<file path="config.mk">
export PLATFORM = sky130hd
export DESIGN_NAME = if_prefetch
export DESIGN_NICKNAME = d
export VERILOG_FILES = /design/src/rtl/if_prefetch_pkg.sv /design/src/rtl/if_fifo.sv /design/src/rtl/if_prefetch.sv
export SDC_FILE = /design/constraint.sdc
export NUM_CORES = 1
export LEC_CHECK = 0
export CORE_MARGIN = 10
export CORE_UTILIZATION = 35
export CTS_BUF_LIST = sky130_fd_sc_hd__clkbuf_8 sky130_fd_sc_hd__clkbuf_16
export DETAILED_ROUTE_END_ITERATION = 7
export PLACE_DENSITY = 0.52
export SLEW_MARGIN = 10
export SYNTH_ARGS = -nofsm -noshare
export SYNTH_HDL_FRONTEND = slang
export SYNTH_SLANG_ARGS = --single-unit
</file>
<file path="constraint.sdc">
create_clock -name clk -period 3.6 [get_ports clk]
set_input_delay 0.36 -clock clk [delete_from_list [all_inputs] [get_ports clk]]
set_output_delay 0.36 -clock clk [all_outputs]
set_load 0.02 [all_outputs]
</file>
<file path="src/rtl/if_prefetch_pkg.sv">
// if_prefetch_pkg: bus widths, control-flow opcodes and the predecode predicate for the fetch stage
package if_prefetch_pkg;
    localparam int ADDRBUS = 16;
    localparam int DATABUS = 16;
    localparam logic [4:0] OP_BEQ = 5'h1C;
    localparam logic [4:0] OP_BLE = 5'h1D;
    localparam logic [4:0] OP_JAL = 5'h1E;
    localparam logic [4:0] OP_JR  = 5'h1F;
    function automatic logic is_ctrl(input logic [4:0] op);
        return op == OP_BEQ || op == OP_BLE || op == OP_JAL || op == OP_JR;
    endfunction
endpackage

</file>
<file path="src/rtl/if_fifo.sv">
// if_fifo: synchronous FIFO with flush; head shows the oldest entry, count covers every stored word
module if_fifo #(
    parameter int DEPTH = 4,
    parameter int WIDTH = 32
) (
    input  logic                     clk,
    input  logic                     rst_n,
    input  logic                     i_flush,
    input  logic                     i_push,
    input  logic                     i_pop,
    input  logic [WIDTH-1:0]         i_data,
    output logic [WIDTH-1:0]         o_head,
    output logic [$clog2(DEPTH):0]   o_count
);
    localparam int AW = $clog2(DEPTH);
    logic [WIDTH-1:0] r_mem [DEPTH];
    logic [AW-1:0]    r_wr, r_rd;
    logic [AW:0]      r_cnt;
    always_ff @(posedge clk) begin
        if (i_push)
            r_mem[r_wr] <= i_data;
    end
    always_ff @(posedge clk) begin
        if (!rst_n || i_flush) begin
            r_wr  <= '0;
            r_rd  <= '0;
            r_cnt <= '0;
        end else begin
            r_wr  <= i_push ? r_wr + AW'(1) : r_wr;
            r_rd  <= i_pop ? r_rd + AW'(1) : r_rd;
            r_cnt <= r_cnt + (AW+1)'(i_push) - (AW+1)'(i_pop);
        end
    end
    assign o_head  = r_mem[r_rd];
    assign o_count = r_cnt;
endmodule

</file>
<file path="src/rtl/if_prefetch.sv">
// if_prefetch: credit-limited instruction prefetch with redirect flush and control-flow fetch blocking
module if_prefetch
    import if_prefetch_pkg::*;
#(
    parameter int                ADDR_W   = ADDRBUS,
    parameter int                DATA_W   = DATABUS,
    parameter int                DEPTH    = 4,
    parameter logic [ADDR_W-1:0] RESET_PC = '0
) (
    input  logic              clk,
    input  logic              rst_n,
    input  logic              jump_flag,
    input  logic [ADDR_W-1:0] jump_pc,
    input  logic              br_resolve,
    input  logic              fetch_hold,
    output logic              imem_req,
    output logic [ADDR_W-1:0] imem_addr,
    input  logic              imem_gnt,
    input  logic              imem_rvalid,
    input  logic [DATA_W-1:0] imem_rdata,
    output logic              inst_valid,
    output logic [DATA_W-1:0] inst_data,
    output logic [ADDR_W-1:0] inst_pc,
    input  logic              inst_ready,
    output logic              hold_pc
);
    localparam int CW = $clog2(DEPTH) + 1;
    logic [ADDR_W-1:0]        r_fetch_pc, r_resp_pc;
    logic [CW-1:0]            r_out, r_drop, w_count, w_owed;
    logic                     r_br_block;
    logic [ADDR_W+DATA_W-1:0] w_head;
    logic                     w_grant, w_drop_now, w_push, w_valid;
    // Credits cover words in flight plus words buffered, so the FIFO can never overflow.
    assign imem_req   = rst_n & ~jump_flag & ~fetch_hold & ~r_br_block &
                        ((CW+1)'(r_out) + (CW+1)'(w_count) < (CW+1)'(DEPTH));
    assign imem_addr  = r_fetch_pc;
    assign w_grant    = imem_req & imem_gnt;
    assign w_drop_now = imem_rvalid & (r_drop != '0);
    assign w_push     = imem_rvalid & ~w_drop_now & ~jump_flag;
    assign w_owed     = r_out + CW'(w_grant) - CW'(imem_rvalid);
    assign w_valid    = w_count != '0;
    always_ff @(posedge clk) begin
        if (!rst_n) begin
            r_fetch_pc <= RESET_PC;
            r_resp_pc  <= RESET_PC;
            r_out      <= '0;
            r_drop     <= '0;
            r_br_block <= 1'b0;
        end else if (jump_flag) begin
            r_fetch_pc <= jump_pc;
            r_resp_pc  <= jump_pc;
            r_out      <= w_owed;
            r_drop     <= w_owed + r_drop - CW'(w_drop_now);
            r_br_block <= 1'b0;
        end else begin
            r_fetch_pc <= w_grant ? r_fetch_pc + ADDR_W'(1) : r_fetch_pc;
            r_resp_pc  <= w_push ? r_resp_pc + ADDR_W'(1) : r_resp_pc;
            r_out      <= w_owed;
            r_drop     <= r_drop - CW'(w_drop_now);
            r_br_block <= (w_push && is_ctrl(imem_rdata[4:0])) || (r_br_block && !br_resolve);
        end
    end
    if_fifo #(.DEPTH(DEPTH), .WIDTH(ADDR_W + DATA_W)) u_fifo (
        .clk     (clk),
        .rst_n   (rst_n),
        .i_flush (jump_flag),
        .i_push  (w_push),
        .i_pop   (w_valid & inst_ready),
        .i_data  ({r_resp_pc, imem_rdata}),
        .o_head  (w_head),
        .o_count (w_count)
    );
    assign inst_valid = w_valid;
    assign inst_pc    = w_valid ? w_head[ADDR_W+DATA_W-1:DATA_W] : RESET_PC;
    assign inst_data  = w_valid ? w_head[DATA_W-1:0] : '0;
    assign hold_pc    = r_br_block;
endmodule
</file>
=== After elaboration in Yosys (flattened, before gate mapping) ===
Memories as Yosys holds them, arrays and structs flattened. A register that Yosys moved wholly into a read port is not among the register bits.
Cells that the tools add are included.
Widths: inputs -> output; s select.

* Reduce and logical (&&, ||, !) cells: 14
* Bitwise logic cells: 14
* Multiplexer cells: 11
* Eq/ne operators: 4
* $lt $le $gt $ge: 1
* Add/subtract/negate cells: 12

{| class="wikitable"
|+ Operators with widths
! cell !! count
|-
| $mux 16 || 6
|-
| $add 16x1->16 const B || 2
|-
| $eq 5x5->1 const B || 4
|-
| $sub 3x1->3 || 4
|-
| $and 1x1->1 || 9
|-
| $add 3x1->3 || 2
|-
| $reduce_bool 3->1 || 2
|-
| $logic_or 1x1->1 || 5
|-
| $not 1->1 || 5
|-
| $add 2x1->2 const B || 2
|-
| $add 3x3->4 || 1
|-
| $lt 4x3->1 const B || 1
|-
| $mux 2 || 2
|-
| $reduce_bool 2->1 || 2
|-
| $add 3x3->3 || 1
|-
| $mux 3 || 1
|-
| $logic_and 1x1->1 || 2
|-
| $logic_not 1->1 || 2
|-
| $mux 1 || 2
|-
| $reduce_or 2->1 || 1
|}

* Bits in registers: 46
* Logic and storage cells: 65
* Memories: 1
* Bits in writable memories: 128
* Input bits: 40
* Output and inout port bits: 51

{| class="wikitable"
|+ Memories
! name !! depth !! bits a word !! read ports !! clocked after Yosys merged registers in !! wr ports !! RTL line !! text
|-
| u_fifo.r_mem || 4 || 32 || 1 || 1 || 1 || if_fifo.sv:16 || <nowiki>logic [WIDTH-1:0] r_mem [DEPTH];</nowiki>
|}

=== Longest topological paths before layout ===
* Word-level depth: 11
* Depth in mapped cells: 18
* Gate-level depth less buffers: 18

=== Hierarchy ===
A second synthesis with hierarchy kept.

* Cell total of the unflattened synthesis: 515
* Area, all modules: 7629.8 um^2

{| class="wikitable"
|+ Modules (own cells, without submodules)
! module !! cells each !! area an instance (um^2) !! times used
|-
| if_fifo || 211 || 5098.6 || 1
|-
| if_prefetch || 304 || 2531.2 || 1
|}

=== Worst setup path before layout ===
No wires, ideal clock.

* Kind: input-to-reg
* Start point: in jump_flag
* End point: reg r_drop[2]
* Data arrival time: 3632 ps
* Setup slack: -150 ps
* Stages on the path: 18
* Library setup time: 118 ps
* Required time: 3482 ps
* Buffers on the path: 1
* Cell sequence: buf_6 nor4b_4 nand2_4 nor2_4 inv_1 ha_1 inv_1 ha_1 inv_1 fa_1 ha_1 inv_1 fa_1 xor2_1 xnor3_1 mux2i_1 xor2_1 nor2_1

* Word-level cells in the longest chain between the ends: 11

{| class="wikitable"
|+ Ends and longest elaborated chain
! item !! RTL line !! text
|-
| start, declared || if_prefetch.sv:12 || <nowiki>input logic jump_flag,</nowiki>
|-
| $not 1->1 || if_prefetch.sv:34 || <nowiki>assign imem_req = rst_n & ~jump_flag & ~fetch_hold & ~r_br_block &</nowiki>
|-
| $and 1x1->1 (4 in a row) || if_prefetch.sv:34 ||
|-
| $and 1x1->1 || if_prefetch.sv:37 || <nowiki>assign w_grant = imem_req & imem_gnt;</nowiki>
|-
| $add 3x1->3 || if_prefetch.sv:40 || <nowiki>assign w_owed = r_out + CW'(w_grant) - CW'(imem_rvalid);</nowiki>
|-
| $sub 3x1->3 || if_prefetch.sv:40 ||
|-
| $add 3x3->3 || if_prefetch.sv:53 || <nowiki>r_drop <= w_owed + r_drop - CW'(w_drop_now);</nowiki>
|-
| $sub 3x1->3 || if_prefetch.sv:53 ||
|-
| $mux 3 * || if_prefetch.sv:49 || <nowiki>end else if (jump_flag) begin</nowiki>
|-
| end signal, assigned || if_prefetch.sv:53 ||
|-
| end signal, assigned || if_prefetch.sv:59 || <nowiki>r_drop <= r_drop - CW'(w_drop_now);</nowiki>
|-
| end, declared || if_prefetch.sv:29 || <nowiki>logic [CW-1:0] r_out, r_drop, w_count, w_owed;</nowiki>
|}

Mark *: on every way between the ends. The rest lies on a longest branch, timed or not.
A chain may end at the register's enable or synchronous reset.

=== Final worst setup path ===
* Start point: reg r_out[2]
* End point: reg r_drop[2]

* Word-level cells in the longest chain between the ends: 9

{| class="wikitable"
|+ Ends and longest elaborated chain
! item !! RTL line !! text
|-
| start, declared || if_prefetch.sv:29 ||
|-
| start signal, assigned || if_prefetch.sv:52 || <nowiki>r_out <= w_owed;</nowiki>
|-
| start signal, assigned || if_prefetch.sv:58 || <nowiki>r_out <= w_owed;</nowiki>
|-
| $add 3x3->4 || if_prefetch.sv:35 || <nowiki>((CW+1)'(r_out) + (CW+1)'(w_count) < (CW+1)'(DEPTH));</nowiki>
|-
| $lt 4x3->1 || if_prefetch.sv:35 ||
|-
| $and 1x1->1 || if_prefetch.sv:34 ||
|-
| $and 1x1->1 || if_prefetch.sv:37 ||
|-
| $add 3x1->3 * || if_prefetch.sv:40 ||
|-
| $sub 3x1->3 * || if_prefetch.sv:40 ||
|-
| $add 3x3->3 * || if_prefetch.sv:53 ||
|-
| $sub 3x1->3 * || if_prefetch.sv:53 ||
|-
| $mux 3 * || if_prefetch.sv:49 ||
|}

Marks and branches as above.

==> reports/summary.json <==
{
  "worst_path_dominant_cell_family": {"value": "adder cells"},
  "dp_hpwl": {"value": 10400, "unit": "µm"},
  "timing.slew.headroom": {"value": 0.629},
  "layout.core_utilization": {"value": 0.448},
  "core": {"value": 21000, "unit": "µm²"},
  "clock_buffer_depth": {"value": 2},
  "number_of_synthesized_flops_with_an_enable_pin": {"value": 128},
  "p_int": {"value": 3.75, "unit": "mW"},
  "count_of_antenna_violating_nets_left_after_detailed_routing": {"value": 0},
  "post-route-worst-setup-slack": {"value": 105, "unit": "ps"},
  "gr-total-overflow": {"value": 0},
  "post_layout_nonfiller_instances": {"value": 897},
  "synthCells": {"value": 504},
  "yosys.area_share.simple": {"value": 0.105},
  "first_pass_iters": {"value": 4},
  "worst_slew_pin_slew": {"value": 557, "unit": "ps"},
  "max_incr_delay_on_cp": {"value": 420, "unit": "ps"},
  "area_fraction_in_compound_gates_after_synthesis": {"value": 0.0445},
  "layout_commonest_cell": {"value": "sky130_fd_sc_hd__edfxtp_1"},
  "first_global_vias": {"value": 4712},
  "h-tree-depth": {"value": 4},
  "whs_path_depth": {"value": 2},
  "finalHoldViolations": {"value": 0},
  "layout_common_cells": {"value": "128 x sky130_fd_sc_hd__edfxtp_1, 90 x sky130_fd_sc_hd__clkdlybuf4s50_1, 45 x sky130_fd_sc_hd__dfxtp_1"},
  "grt_antenna_before_repair": {"value": 0},
  "synth_mux_area_frac": {"value": 0.109},
  "timing_worst_setup_path_type": {"value": "flip-flop to flip-flop"},
  "synthXorXnorAreaFrac": {"value": 0.0393},
  "timing.critical_path.buf_inv": {"value": 4},
  "period_minus_slack": {"value": 3490, "unit": "ps"},
  "final_net_count": {"value": 670},
  "pin_count": {"value": 91},
  "synth_sequential_area_ratio": {"value": 0.643},
  "finClkSkew": {"value": 7.99, "unit": "ps"},
  "slew_viol_final": {"value": 0},
  "crit_top_cell": {"value": "sky130_fd_sc_hd__inv_2"},
  "globalRouteTotalUtil": {"value": 0.119},
  "max_cap_violations": {"value": 0},
  "clock_latency": {"value": 420, "unit": "ps"},
  "drt_iter0_markers": {"value": 190},
  "synth_warn": {"value": 0},
  "critical_path.reg2reg.startpoint": {"value": "r_out[2]"},
  "floorplan.initialDensity": {"value": 0.356},
  "horizontal_die_dimension": {"value": 166, "unit": "µm"},
  "worst_vdd_rail_ir_drop": {"value": 0.294, "unit": "mV"},
  "crit_start": {"value": "r_out[2]"},
  "grt_max_degree": {"value": 55},
  "hold_path.startpoint": {"value": "imem_addr[15]"},
  "area.growth.synth_to_final": {"value": 25.8, "unit": "%"},
  "syn_avg_cell_area": {"value": 14.8, "unit": "µm²"},
  "route.detailed.wl_per_inst": {"value": 18.1, "unit": "µm"},
  "p_switching": {"value": 1.29, "unit": "mW"},
  "part_of_the_power_in_the_clock_network": {"value": 0.352},
  "clock_net_sink_count": {"value": 176},
  "total_leakage_power": {"value": 3.13, "unit": "nW"},
  "antenna-diode-count": {"value": 0},
  "r2r.worst_path.cells": {"value": 18},
  "core.rowCount": {"value": 53},
  "fin_crit_sh": {"value": 0.971},
  "crit_chain": {"value": "ha_4 -> nor3_4 -> nand2_2 -> nor2_4 -> inv_2 -> ha_4 -> inv_2 -> ha_4 -> inv_2 -> fa_1 -> ha_1 -> inv_2 -> fa_2 -> xor2_1 -> xnor3_1 -> mux2i_1 -> xor2_1 -> nor2_1"},
  "route.detailed.drc": {"value": 0},
  "numCtsBuffers": {"value": 17},
  "share_comb_of_total_power": {"value": 0.174},
  "cp_max_fo": {"value": 2},
  "cts.hold.buffers_added": {"value": 0},
  "min_path_type": {"value": "flip-flop to flip-flop"},
  "dp_cells": {"value": 865},
  "synth_seq_cells": {"value": 176},
  "cp_slowest_cell": {"value": "sky130_fd_sc_hd__fa_1"},
  "port_buffers": {"value": 90},
  "regToRegSetupSlack": {"value": 110, "unit": "ps"},
  "synth.net_count": {"value": 564},
  "run_status": {"value": "finished clean"},
  "post-place-ws": {"value": -368, "unit": "ps"},
  "route.final.wire_length": {"value": 16200, "unit": "µm"},
  "finalSetupViolCount": {"value": 0},
  "grt_setup_unrepaired": {"value": "true"},
  "gpl.final_weighted_congestion": {"value": 0.761},
  "worstPathRequired": {"value": 3900, "unit": "ps"},
  "cts_tree": {"value": "done"},
  "worstSetupStartpointType": {"value": "flip-flop"},
  "synthAdderAreaFrac": {"value": 0.0365},
  "dominant_combinational_cell_family_by_area_after_synthesis": {"value": "multiplexers"},
  "chipHeight": {"value": 166, "unit": "µm"},
  "crit_arrival": {"value": 3800, "unit": "ps"},
  "fp.dieArea": {"value": 27600, "unit": "µm²"},
  "grt_pass1_wl": {"value": 26300, "unit": "µm"},
  "worstHoldEndpoint": {"value": "imem_addr[15]"},
  "distinct_cells_synth": {"value": 45},
  "fmax": {"value": 286, "unit": "MHz"},
  "postSynth.topFlopCell": {"value": "sky130_fd_sc_hd__edfxtp_1"},
  "async_reset_ff_frac": {"value": 0},
  "cellPowerDensity": {"value": 535, "unit": "nW/µm²"},
  "reg2reg_to": {"value": "r_drop[2]"},
  "cell_area_after_technology_mapping": {"value": 7480, "unit": "µm²"},
  "route.detailed.vias_per_inst": {"value": 4.96},
  "detailroute.via_count": {"value": 4452},
  "layout-drive-gt1-share": {"value": 0.166},
  "endpoint_class_of_the_critical_path": {"value": "flip-flop"},
  "finalHoldWorstSlack": {"value": 516, "unit": "ps"},
  "cell_area_placed": {"value": 8780, "unit": "µm²"},
  "clkSlewWorstSetupHoldPaths": {"value": 60, "unit": "ps"},
  "power.switching_fraction": {"value": 0.255},
  "clk_root_buffer_cell": {"value": "sky130_fd_sc_hd__clkbuf_16"},
  "sequentialPowerShare": {"value": 0.474},
  "finish.instance_area": {"value": 9410, "unit": "µm²"}
}
==> Yosys cell counts, drive strengths merged (2+ instances only) <==
cell / number / area share
a211oi: 4 / 0.0040
a21oi: 28 / 0.019
a311oi: 3 / 0.0035
and2: 37 / 0.031
and3: 10 / 0.0084
and4: 4 / 0.0047
buf: 7 / 0.0052
clkbuf: 16 / 0.0080
clkinv: 2 / 0.0010
dfxtp: 48 / 0.13
edfxtp: 128 / 0.51
fa: 3 / 0.0080
ha: 17 / 0.028
inv: 17 / 0.0085
mux2: 4 / 0.0060
mux2i: 5 / 0.0067
mux4: 32 / 0.096
nand2: 22 / 0.012
nand3: 13 / 0.0087
nand4: 8 / 0.0067
nor2: 18 / 0.010
nor3: 6 / 0.0040
nor4: 7 / 0.0067
nor4b: 3 / 0.0075
o21ai: 18 / 0.012
or3: 2 / 0.0017
xnor2: 17 / 0.020
xor2: 14 / 0.016
==> cell type report <==
type / instances / area (µm²)
fill: 1913 / 11600
timing repair buffer: 110 / 1060
sequential: 176 / 4810
clock buffer: 17 / 425
clock inverter: 14 / 140
inverter: 19 / 71.3
tap: 275 / 344
multi-input combinational: 286 / 2560
==> state kept, by name (all words and copies together) (netlist names), named ones only <==
name and count:
u_fifo.r_mem 128, imem_addr 16, r_resp_pc 16, r_drop 3, r_out 3, u_fifo.o_count 3, u_fifo.r_rd 2, u_fifo.r_wr 2
hold_pc 1
==> worst register-to-register path, stage by stage, from the launching register on <==
cell	delay, ps
sky130_fd_sc_hd__dfxtp_2	340
sky130_fd_sc_hd__ha_4	240
sky130_fd_sc_hd__nor3_4	210
sky130_fd_sc_hd__nand2_2	100
sky130_fd_sc_hd__nor2_4	100
sky130_fd_sc_hd__inv_2	50
sky130_fd_sc_hd__ha_4	250
sky130_fd_sc_hd__inv_2	40
sky130_fd_sc_hd__ha_4	140
sky130_fd_sc_hd__inv_2	40
sky130_fd_sc_hd__fa_1	420
sky130_fd_sc_hd__ha_1	310
sky130_fd_sc_hd__inv_2	40
sky130_fd_sc_hd__fa_2	330
sky130_fd_sc_hd__xor2_1	150
sky130_fd_sc_hd__xnor3_1	240
sky130_fd_sc_hd__mux2i_1	180
sky130_fd_sc_hd__xor2_1	150
sky130_fd_sc_hd__nor2_1	50
==> cell families (layout without fill, tap and decap cells) <==
family,Yosys count,count (layout)
AOI/OAI and AO/OA,59,59
muxes,41,41
xor gates and xnor gates,32,32
DFF,176,176
and+or+nand+nor,134,134
adders and majority gates,20,20
buffers and inverters,42,160
==> worst max-delay path by stage <==
stage / cells after the start / endpoint / slack (ps)
floorplan: 18 / r_drop[2] / -60
global placement: 18 / r_drop[2] / -280
detailed placement: 18 / r_drop[2] / -370
CTS: 18 / r_drop[2] / 10
global route: 18 / r_drop[2] / -80
finish: 18 / r_drop[2] / 110
==> power groups by stage <==
stage          registers (mW)  logic [mW]  clock network (mW)
2_1_floorplan            2.42       0.515                   0
3_5_place_dp             2.42       0.861                   0
3_3_place_gp             2.42       0.844                   0
6_report                 2.39       0.876                1.77
4_1_cts                  2.38       0.890                1.81
5_1_grt                  2.40       0.978                1.90
==> per-stage QoR <==
step | power, mW | TNS [ps]
finish | 5.03 | 0
detailed placement | 3.28 | -391
floorplan | 2.93 | -55.7
CTS | 5.09 | 0
global placement | 3.26 | -285
global route | 5.28 | -77.8
==> metal layers <==
layer,vias up,track usage,wire (µm),part of all wire
met2,103,0.181,7310,0.45
li1,2117,-,-,-
met4,0,0.0320,121,0.0075
met3,8,0.0426,931,0.057
met1,2224,0.156,7880,0.49
met5,-,0,0,0
==> repair_timing <==
action                     in CTS  in global routing
hold endpoints to repair        0                  0
setup buffers                   1                  0
pin swaps                      10                 10
resized for setup               9                  4
setup endpoints to repair       1                  1
No activity file was read; power rests on OpenSTA's default activity.
